--- src/rtl/sfft_window_buffer_if.sv ---
// Framed valid/ready beat stream from the SFFT window buffer to the FFT stages.
// The master drives the beats and the slave returns out_ready.
interface sfft_window_buffer_if #(
  parameter int SAMPLE_WIDTH = 24,
  parameter int LOG2_NFFT    = 5
);
  logic [SAMPLE_WIDTH-1:0] out_data;
  logic [LOG2_NFFT-1:0]    out_index;
  logic                    out_valid;
  logic                    out_last;
  logic                    out_ready;

  modport master (output out_data, out_index, out_valid, out_last, input out_ready);
  modport slave  (input out_data, out_index, out_valid, out_last, output out_ready);
endinterface

--- src/rtl/sfft_window_buffer.sv ---
// Circular NFFT-deep sample window for the SFFT front end. Every HOP samples it
// streams the NFFT most recent samples as one framed burst, in natural or bit-reversed order.
module sfft_window_buffer #(
  parameter int SAMPLE_WIDTH = 24,
  parameter int LOG2_NFFT    = 5,
  parameter int HOP          = 16,
  parameter int BIT_REVERSE  = 1
) (
  input  logic                    clk,
  input  logic                    reset_n,
  input  logic [SAMPLE_WIDTH-1:0] SampleAmplitudeIn,
  input  logic                    advanceSignal,
  sfft_window_buffer_if.master    strm,
  output logic [15:0]             frame_count,
  output logic                    overrun
);
  localparam int NFFT = 1 << LOG2_NFFT;
  localparam int CW   = LOG2_NFFT + 1;

  typedef logic [LOG2_NFFT-1:0] idx_t;
  typedef logic [CW-1:0]        cnt_t;
  typedef enum logic [1:0] {FILL, ARMED, EMIT} state_t;

  localparam cnt_t NFFT_C   = cnt_t'(NFFT);
  localparam cnt_t HOP_C    = cnt_t'(HOP);
  localparam idx_t LAST_IDX = idx_t'(NFFT - 1);

  state_t state, state_nx;

  logic [SAMPLE_WIDTH-1:0] mem [NFFT];
  logic [SAMPLE_WIDTH-1:0] skid_data, commit_data;
  idx_t                    wp, base, beat, rd_addr;
  cnt_t                    fill, hop, fill_after, hop_after;
  logic                    adv_s1, adv_s2, adv_s3, skid_full;
  logic                    detect, emitting, accept, last_acc;
  logic                    skid_commit, in_commit, commit, to_skid, trig;

  function automatic idx_t bitrev(input idx_t v);
    idx_t r;
    for (int i = 0; i < LOG2_NFFT; i++) r[i] = v[LOG2_NFFT-1-i];
    return r;
  endfunction

  assign detect   = adv_s2 & ~adv_s3;
  assign emitting = (state == EMIT);
  assign accept   = emitting & strm.out_ready;
  assign last_acc = accept & (beat == LAST_IDX);

  // The skid drains on the last-beat acceptance edge, or at once if it is full outside EMIT;
  // a strobe that coincides with a drain takes the freed skid slot.
  assign skid_commit = skid_full & (~emitting | last_acc);
  assign in_commit   = detect & ~emitting & ~skid_full;
  assign commit      = skid_commit | in_commit;
  assign to_skid     = detect & (emitting | skid_full);
  assign commit_data = skid_commit ? skid_data : SampleAmplitudeIn;

  assign fill_after = (fill == NFFT_C) ? fill : fill + cnt_t'(1);
  assign hop_after  = hop + cnt_t'(1);
  assign trig       = commit & ((state == FILL) ? (fill_after == NFFT_C) : (hop_after == HOP_C));

  always_ff @(posedge clk) begin
    // NOTE: sequential state uses non-blocking assignments so every flop samples pre-edge values.
    if (!reset_n) state <= FILL;
    else          state <= state_nx;
  end

  always_comb begin
    // NOTE: default first, so no path through this block can infer a latch.
    state_nx = state;
    case (state)
      FILL:    if (trig) state_nx = EMIT;
      ARMED:   if (trig) state_nx = EMIT;
      EMIT:    if (last_acc) state_nx = trig ? EMIT : ARMED;
      default: state_nx = FILL;
    endcase
  end

  always_ff @(posedge clk) begin
    if (!reset_n) begin
      adv_s1      <= 1'b0;
      adv_s2      <= 1'b0;
      adv_s3      <= 1'b0;
      wp          <= '0;
      base        <= '0;
      beat        <= '0;
      fill        <= '0;
      hop         <= '0;
      skid_full   <= 1'b0;
      skid_data   <= '0;
      frame_count <= '0;
      overrun     <= 1'b0;
    end else begin
      adv_s1 <= advanceSignal;
      adv_s2 <= adv_s1;
      adv_s3 <= adv_s2;

      if (commit) begin
        wp   <= wp + idx_t'(1);
        fill <= fill_after;
        hop  <= hop_after;
      end

      // Base is the post-commit write pointer, i.e. the oldest sample in the window.
      if (trig) begin
        base <= wp + idx_t'(1);
        hop  <= '0;
        beat <= '0;
      end else if (accept) begin
        beat <= beat + idx_t'(1);
      end

      if (to_skid) begin
        if (skid_full && !skid_commit) begin
          overrun <= 1'b1;
        end else begin
          skid_data <= SampleAmplitudeIn;
          skid_full <= 1'b1;
        end
      end else if (skid_commit) begin
        skid_full <= 1'b0;
      end

      if (last_acc) frame_count <= frame_count + 16'd1;
    end
  end

  // NOTE: the sample store has no reset; the fill count keeps stale entries from being emitted.
  always_ff @(posedge clk) begin
    if (commit) mem[wp] <= commit_data;
  end

  assign rd_addr = base + ((BIT_REVERSE != 0) ? bitrev(beat) : beat);

  always_comb begin
    strm.out_valid = emitting;
    strm.out_index = beat;
    strm.out_last  = emitting && (beat == LAST_IDX);
    strm.out_data  = emitting ? mem[rd_addr] : '0;
  end
endmodule
--- src/flat_wrapper.sv ---
// flat-port wrapper written by rule: the top's interface ports become plain ports
module sfft_window_buffer_flat 
#(
  parameter int SAMPLE_WIDTH = 24,
  parameter int LOG2_NFFT    = 5,
  parameter int HOP          = 16,
  parameter int BIT_REVERSE  = 1
)
  (clk, reset_n, SampleAmplitudeIn, advanceSignal, frame_count, overrun, strm_out_data, strm_out_index, strm_out_valid, strm_out_last, strm_out_ready);
  sfft_window_buffer_if #(.SAMPLE_WIDTH(SAMPLE_WIDTH), .LOG2_NFFT(LOG2_NFFT)) strm_i ();
  input  logic clk;
  input  logic reset_n;
  input  logic [SAMPLE_WIDTH-1:0] SampleAmplitudeIn;
  input  logic advanceSignal;
  output logic [15:0] frame_count;
  output logic overrun;
  output wire logic [$bits(strm_i.out_data)-1:0] strm_out_data;
  output wire logic [$bits(strm_i.out_index)-1:0] strm_out_index;
  output wire logic [$bits(strm_i.out_valid)-1:0] strm_out_valid;
  output wire logic [$bits(strm_i.out_last)-1:0] strm_out_last;
  input wire logic [$bits(strm_i.out_ready)-1:0] strm_out_ready;
  assign strm_out_data = strm_i.out_data;
  assign strm_out_index = strm_i.out_index;
  assign strm_out_valid = strm_i.out_valid;
  assign strm_out_last = strm_i.out_last;
  assign strm_i.out_ready = strm_out_ready;
  sfft_window_buffer #(.SAMPLE_WIDTH(SAMPLE_WIDTH), .LOG2_NFFT(LOG2_NFFT), .HOP(HOP), .BIT_REVERSE(BIT_REVERSE)) u_core (.clk(clk), .reset_n(reset_n), .SampleAmplitudeIn(SampleAmplitudeIn), .advanceSignal(advanceSignal), .strm(strm_i), .frame_count(frame_count), .overrun(overrun));
endmodule
--- config.mk ---
export PLATFORM = sky130hd
export DESIGN_NAME = sfft_window_buffer_flat
export DESIGN_NICKNAME = d
export VERILOG_FILES = /design/src/rtl/sfft_window_buffer_if.sv /design/src/rtl/sfft_window_buffer.sv /design/src/flat_wrapper.sv
export SDC_FILE = /design/constraint.sdc
export NUM_CORES = 1
export LEC_CHECK = 0
export ABC_AREA = 1
export CAP_MARGIN = 20
export CORE_AREA = 8 8 259 261
export CTS_BUF_LIST = sky130_fd_sc_hd__clkbuf_2 sky130_fd_sc_hd__clkbuf_4 sky130_fd_sc_hd__clkbuf_8
export CTS_CLUSTER_SIZE = 14
export DETAILED_ROUTE_END_ITERATION = 7
export DIE_AREA = 0 0 267 269
export GPL_ROUTABILITY_DRIVEN = 0
export PLACE_DENSITY = 0.72
export SLEW_MARGIN = 0
export SYNTH_ARGS = -nofsm -noshare
export SYNTH_HDL_FRONTEND = slang
export SYNTH_SLANG_ARGS = --single-unit
--- constraint.sdc ---
create_clock -name clk -period 4.4 [get_ports clk]
set_clock_uncertainty 0.2 [all_clocks]
set_input_delay 0.44 -clock clk [delete_from_list [all_inputs] [get_ports clk]]
set_output_delay 0.44 -clock clk [all_outputs]
set_load 0.01 [all_outputs]
==> results.sh <==
export IMPL_row_count=92
export IMPL_clkLatencyLatePin_ps=760
export IMPL_die_h_um=269
export IMPL_hold_ws_ps=88.0
export IMPL_clock_path_buffers=3
export IMPL_p_per_area_nw_per_um2=391
export IMPL_sequentialPowerShare_pct=56.0
export IMPL_status="finished, final reports clean"
export IMPL_path_class="reg2out"
export IMPL_synth_edff_count=768
export IMPL_r2r_cells=11
export IMPL_antenna_cells=0
export IMPL_synthTopCellsByArea="edfxtp_1 67%, nand2_1 8.7%, nand3_1 4.6%"
export IMPL_synthArstFlopShare_pct=0
export IMPL_drv_cap=0
export IMPL_switchingPower_mw=3.26
export IMPL_fillCellCount=4584
export IMPL_antenna_found_initial=0
export IMPL_placed_cells_incl_taps=3778
export IMPL_cts_tree="built"
export IMPL_syn_to_final_growth_pct=16.5
export IMPL_fin_ws_ps=47.5
export IMPL_final_seq_area_um2=24500
export IMPL_routed_via_density=5.94
export IMPL_holdPathStages=3
export IMPL_tightest_slew_ps=911
export IMPL_power_leakage_nw=14.4
export IMPL_worstPathArrival_ps=3710
export IMPL_yosysWarnings=0
export IMPL_synth_cells=2957
export IMPL_grt_max_degree=141
export IMPL_grt_pass1_vias=23400
export IMPL_yosys_area_top_type="edfxtp_1"
export IMPL_first_iter_violations=3373
export IMPL_hp_class="in2reg"
export IMPL_start_util_pct=54.7
export IMPL_path_clk_slew_ps=60
export IMPL_final_cells=4051
export IMPL_final_nets=3147
export IMPL_pwr_share_comb_pct=2.1
export IMPL_cp_end_kind="primary output"
export IMPL_power_total_mw=15.7
export IMPL_yosysSeqAreaShare_pct=71.5
export IMPL_synthFlopType="edfxtp_1"
export IMPL_multiInputGateArea_um2=9400
export IMPL_synth_top_area_share_pct=67.2
export IMPL_dieArea_um2=71800
export IMPL_reg2reg_slack_ps=1090
export IMPL_ys_ff_latch=842
export IMPL_syn_avg_cell_area_um2=11.6
export IMPL_ant_nets=0
export IMPL_rsz0062_at_grt="true"
export IMPL_core_um2=62700
export IMPL_wire_per_inst_um=23.0
export IMPL_drt_drc_violations_left=0
export IMPL_grt_pass1_wl_mm=138
export IMPL_clkSinkCount=842
export IMPL_fmaxAchievable_ghz=0.230
export IMPL_track_usage_pct=25.3
export IMPL_wl_mm=93.3
export IMPL_synthDistinctLibCells=32
export IMPL_swShare_pct=20.8
export IMPL_internal_power_mw=12.4
export IMPL_numCtsBuffers=135
export IMPL_dr_pass1_iters=5
export IMPL_place_ws_ps=172
export IMPL_synthesis_nets=3001
export IMPL_ioPinCount=76
export IMPL_final_max_slew_viol_count=0
export IMPL_crit_fanout=19
export IMPL_vias=24100
export IMPL_period_share_pct=98.9
export IMPL_drive_gt1_share_pct=15.4
export IMPL_setup_worst_path_start_class="flop"
export IMPL_power_share_clock_pct=42.0
export IMPL_fin_crit_ps=4350
export IMPL_ir_drop_mv=0.250
export IMPL_hold_viol=0
export IMPL_syn_area_um2=34300
export IMPL_finalSetupViolCount=0
export IMPL_required_ps=3760
export IMPL_hpwl_mm=50.7
export IMPL_grt_overflow_total=0
export IMPL_htree_levels=4
export IMPL_maxSlewHeadroom_pct=39.2
export IMPL_cts_root_buf="clkbuf_8"
export IMPL_io_buffers=75
export IMPL_die_w_um=267
power groups by stage:
stage               clock, mW  sequential, mW  combinational (mW)
floorplan                   0            8.92               0.161
finish                   6.57            8.76               0.324
global route             6.98            8.76               0.345
detailed placement          0            8.93               0.305
global placement            0            8.93               0.293
CTS                      6.64            8.76               0.315
layout make-up:
type                       instances  share of cell area, %
tap                              846                   2.65
timing repair buffer             187                   5.28
clock inverter                    44                  0.663
clock buffer                     195                   5.93
multi-input combinational       1880                   23.5
sequential                       842                   61.4
inverter                          55                  0.566
timing repair inverter             2                 0.0438
per-stage QoR:
stage	instance area [um^2]	TNS (ps)	util, %
4_1_cts	39800	-492	63.5
3_3_place_gp	36500	0	58.2
5_1_grt	40000	-230	63.8
6_report	40000	0	63.8
3_5_place_dp	36500	0	58.2
2_1_floorplan	34300	0	-
sequential cells by signal (all words and copies together) (netlist names):
name,cells
u_core.adv_s1,1
u_core.adv_s2,1
u_core.adv_s3,1
u_core.base,5
u_core.fill,6
u_core.frame_count,16
u_core.hop,6
u_core.mem,768
u_core.overrun,1
u_core.skid_data,24
u_core.skid_full,1
u_core.state,2
u_core.strm.out_index,5
u_core.wp,5
worst max-delay path, stage by stage, from the launching register on:
cell,delay (ps)
dfxtp_4,350
ha_4,160
fa_4,770
buf_12,170
buf_12,140
buf_12,160
nand3_1,100
nand3_1,90
nand2_1,60
a21oi_2,200
o31ai_1,130
buf_4,160
nand2_1,80
nor2_2,60
dlygate4sd2_1,290
Yosys cell counts (15+ instances only):
| cell type | count |
|---|---|
| nand2_1 | 792 |
| edfxtp_1 | 768 |
| nand3_1 | 316 |
| nor2_1 | 249 |
| a21oi_1 | 247 |
| clkbuf_1 | 153 |
| dfxtp_1 | 74 |
| o21ai_0 | 70 |
| inv_1 | 52 |
| a22oi_1 | 48 |
| mux2i_1 | 27 |
| a22o_1 | 24 |
| mux2_2 | 24 |
| o31ai_1 | 24 |
| buf_1 | 18 |
| ha_1 | 15 |
cells in the final DEF, fill, tap and decap left out, drive strengths merged:
master and count:
and3 1, buf 112, ha 15, a22oi 48, o21a 5, nor2 250, clkdlybuf4s15 2, mux2i 27
dlygate4sd2 8, a21oi 248, nand4 6, xnor2 6, dlymetal6s2s 1, o21ai 70, o31ai 24, clkdlybuf4s50 50
nor4 2, dfxtp 74, nand3b 1, nand3 316, a31oi 3, clkinvlp 3, inv 59, nand2 795
clkbuf 205, nor3 3, dlygate4sd3 1, a22o 24, clkinv 37, xor2 11, edfxtp 768, bufinv 2
fa 1, mux2 24, bufbuf 3
timing repair:
item,CTS,global route
setup endpoints to repair,24,24
endpoints found under the hold margin,1,0
gates resized for setup,124,58
pin swaps,18,23
buffers inserted,16,7
hold buffers,1,0
cloned,9,2
cells by family (layout without fill, tap and decap cells):
| family | Yosys count | after routing | share of synthesized area, % |
|---|---|---|---|
| compound gates | 422 | 422 | 7.00 |
| buf+inv | 235 | 483 | 2.62 |
| mux | 51 | 51 | 1.57 |
| xor+xnor | 17 | 17 | 0.434 |
| simple gates | 1374 | 1374 | 16.3 |
| flops | 842 | 842 | 71.5 |
| fa+ha+maj | 16 | 16 | 0.605 |
routing by layer:
metal / wire length, um / up-vias / track usage, %
li1: - / 10800 / -
met1: 35800 / 11600 / 34.1
met2: 44000 / 1430 / 40.3
met3: 10800 / 210 / 5.54
met4: 2680 / 0 / 9.90
met5: 0 / - / 0
path summary, 6_finish.rpt:
kind                       startpoint                   to
max          u_core.strm.out_index[4]     strm_out_data[9]
min              SampleAmplitudeIn[1]  u_core.skid_data[1]
max reg2reg  u_core.strm.out_index[0]    u_core.mem[20][6]
min reg2reg             u_core.adv_s1        u_core.adv_s2
No activity file was read; power rests on OpenSTA's default activity.
==> RTL edit, RTL diff (config.mk and constraints unchanged) <==
`HOP` is set to 16 in 2 places; all go to 12.
--- a/src/rtl/sfft_window_buffer.sv
+++ b/src/rtl/sfft_window_buffer.sv
@@ -3,7 +3,7 @@
 module sfft_window_buffer #(
   parameter int SAMPLE_WIDTH = 24,
   parameter int LOG2_NFFT    = 5,
-  parameter int HOP          = 16,
+  parameter int HOP          = 12,
   parameter int BIT_REVERSE  = 1
 ) (
   input  logic                    clk,
--- a/src/flat_wrapper.sv
+++ b/src/flat_wrapper.sv
@@ -3,7 +3,7 @@
 #(
   parameter int SAMPLE_WIDTH = 24,
   parameter int LOG2_NFFT    = 5,
-  parameter int HOP          = 16,
+  parameter int HOP          = 12,
   parameter int BIT_REVERSE  = 1
 )
   (clk, reset_n, SampleAmplitudeIn, advanceSignal, frame_count, overrun, strm_out_data, strm_out_index, strm_out_valid, strm_out_last, strm_out_ready);
Formal check against the unedited RTL: same outputs for any inputs over 4 cycles, from zero or initial values and one cycle with reset_n low; that may be too few to reach the edited logic, so the function may still have changed.
==> RTL edit against the original RTL <==
  * Total power up 0.16%
  * Design area down 0.34%
  * Combinational power grew 2%
  * First-iteration DRC count down 6.4%
  * Register-to-register slack worse by 530 ps
  * Sequential cell count is the same
  * Area after synthesis increased by 0.81%
  * Setup slack better by 47 ps
  * Wire length grew 0.13%
  * Critical endpoint unchanged
  * Largest power group unchanged
==> RTL edit: results (changes against the original RTL) <==
outcome:
  status: "finished, final reports clean"
routing:
  drt-pass1-iter-count: 6  # +1
  wl_per_cell_um: 22.6  # -2.0%
  vias: 24388  # +1.3%
  drt_iter0_markers: 3158  # -6.4%
finish:
  fillerInstances: 4647  # +1.4%
  reg_top3: "u_core.mem: 768 flops, u_core.skid_data: 24 flops, u_core.frame_count: 16 flops"
  num-nets-final: 3235  # +2.8%
  drive_gt1_share_pct: 13.8  # -1.6 points
worst_setup_path:
  slowest_stage: "fa_4"
  critPathLaunch: "u_core.strm.out_index[4]"
  max_stage_delay_ps: 790  # +20 ps
  critPathArrivalTime_ps: 3670  # -40 ps
  crit_fanout: 22  # +3
  worstReg2RegStart: "u_core.strm.out_index[0]"
yosys:
  synth_cell_types: 35  # +9.4%
  synth_edf_count: 768  # unchanged
  synth_ff_type: "edfxtp_1"
  seq_area_frac_synth_pct: 70.9  # -0.58 points
  async_flop_share_pct: 0  # unchanged
  syn-num-nets: 3106  # +3.5%
  synth_area_leaders: "edfxtp_1, nand2_1, nand3_1"
  synth_warnings: 0  # unchanged
  synth_common_cells: "nand2_1, edfxtp_1, nand3_1"
grt:
  grt_pass1_wl_um: 140000  # +1.2%
  grt_max_degree: 162  # +15%
  antenna_found_initial: 3  # +3
  grt_use_total_pct: 25.7  # +0.34 points
placement:
  pre_cts_slack_ps: 73.5  # -98.7 ps
  port_buffers: 75  # unchanged
  hpwl_um: 52300  # +3.1%
timing:
  slew_headroom_pct: 37.8  # -1.5 points
  setup_violations: 0  # unchanged
clocking:
  root_buffer: "clkbuf_8"
  htreeDepth: 4  # unchanged
  clkLatencyLatePin_ps: 780  # +20 ps
  clk_pin_slew_ps: 60  # about the same
  cts_buffer_depth: 3  # unchanged
  numCtsBuffers: 136  # +0.74%
worst_hold_path:
  hold_path_class: "input pin to register"
  worstHoldStart: "SampleAmplitudeIn[4]"
power_and_ir_drop:
  leakage_nw: 14.5  # +0.52%
  vdd_drop_max_mv: 0.314  # +26%
  cell_internal_pwr_mw: 12.4  # about the same
RTL edit: path summary, 6_finish.rpt:
check                        endpoint  slack [ps]  cells past startpoint
setup reg to reg   u_core.mem[18][18]         560                     13
setup / recovery     strm_out_data[9]          90                     11
hold reg to reg         u_core.adv_s2         210                      2
hold / removal    u_core.skid_data[4]          80                      3
RTL edit: cells by family (layout without fill, tap and decap cells):
kind of cell | Yosys count | in the layout | synth area share [%]
AO/OA/AOI/OAI | 300 | 300 | 5.09
XOR/XNOR | 15 | 15 | 0.445
adder cells (fa/ha/maj) | 16 | 16 | 0.600
buffers and inverters | 265 | 497 | 3.13
flip-flops | 842 | 842 | 70.9
multiplexers | 26 | 26 | 0.839
other | 0 | 1 | 0
AND/OR/NAND/NOR | 1598 | 1598 | 19.0
RTL edit: stage by stage:
step | instances | cell area, um2 | hold WS, ps
after CTS | 4133 | 39700 | 20.3
final | 4141 | 39900 | 81.0
after global placement | 3880 | 36700 | 192
after global routing | 4141 | 39900 | 70.0
after floorplan | 3062 | 34600 | 190
after detailed placement | 3880 | 36700 | 202
RTL edit: what timing repair did:
item	4_1_cts	5_1_grt
resized for setup	94	56
cloned	6	1
hold buffers	1	0
hold endpoints to repair	1	0
setup endpoints to repair	24	24
pin swaps	8	9
setup buffers	5	6
RTL edit: critical path, delay by kind of cell (launching register included):
| kind | cells | cell delay, ps |
|---|---|---|
| buf+inv | 5 | 990 |
| fa+ha+maj | 2 | 960 |
| compound gates | 2 | 430 |
| flops | 1 | 360 |
| simple gates | 2 | 130 |
RTL edit: layout make-up:
| type | instances | area (um2) | area share [%] |
|---|---|---|---|
| Timing Repair Buffer | 174 | 1890 | 4.75 |
| Tap cell | 846 | 1060 | 2.66 |
| Inverter | 82 | 329 | 0.826 |
| Clock buffer | 189 | 2360 | 5.91 |
| Multi-Input combinational cell | 1955 | 9380 | 23.5 |
| Antenna cell | 1 | 2.50 | 0.00628 |
| Sequential cell | 842 | 24500 | 61.6 |
| Clock inverter | 52 | 289 | 0.725 |
RTL edit: power by group through the flow:
stage	Combinational, mW	Clock, mW	Sequential, mW
finish	0.330	6.59	8.76
global placement	0.300	0	8.93
CTS	0.321	6.66	8.76
floorplan	0.159	0	8.92
global route	0.349	6.99	8.76
detailed placement	0.314	0	8.93
RTL edit: routing by layer:
metal  track usage (%)  routed length [um]
met3              5.60               10900
met4              10.6                3170
met1              35.3               36800
met2              39.8               42600
met5                 0                   0
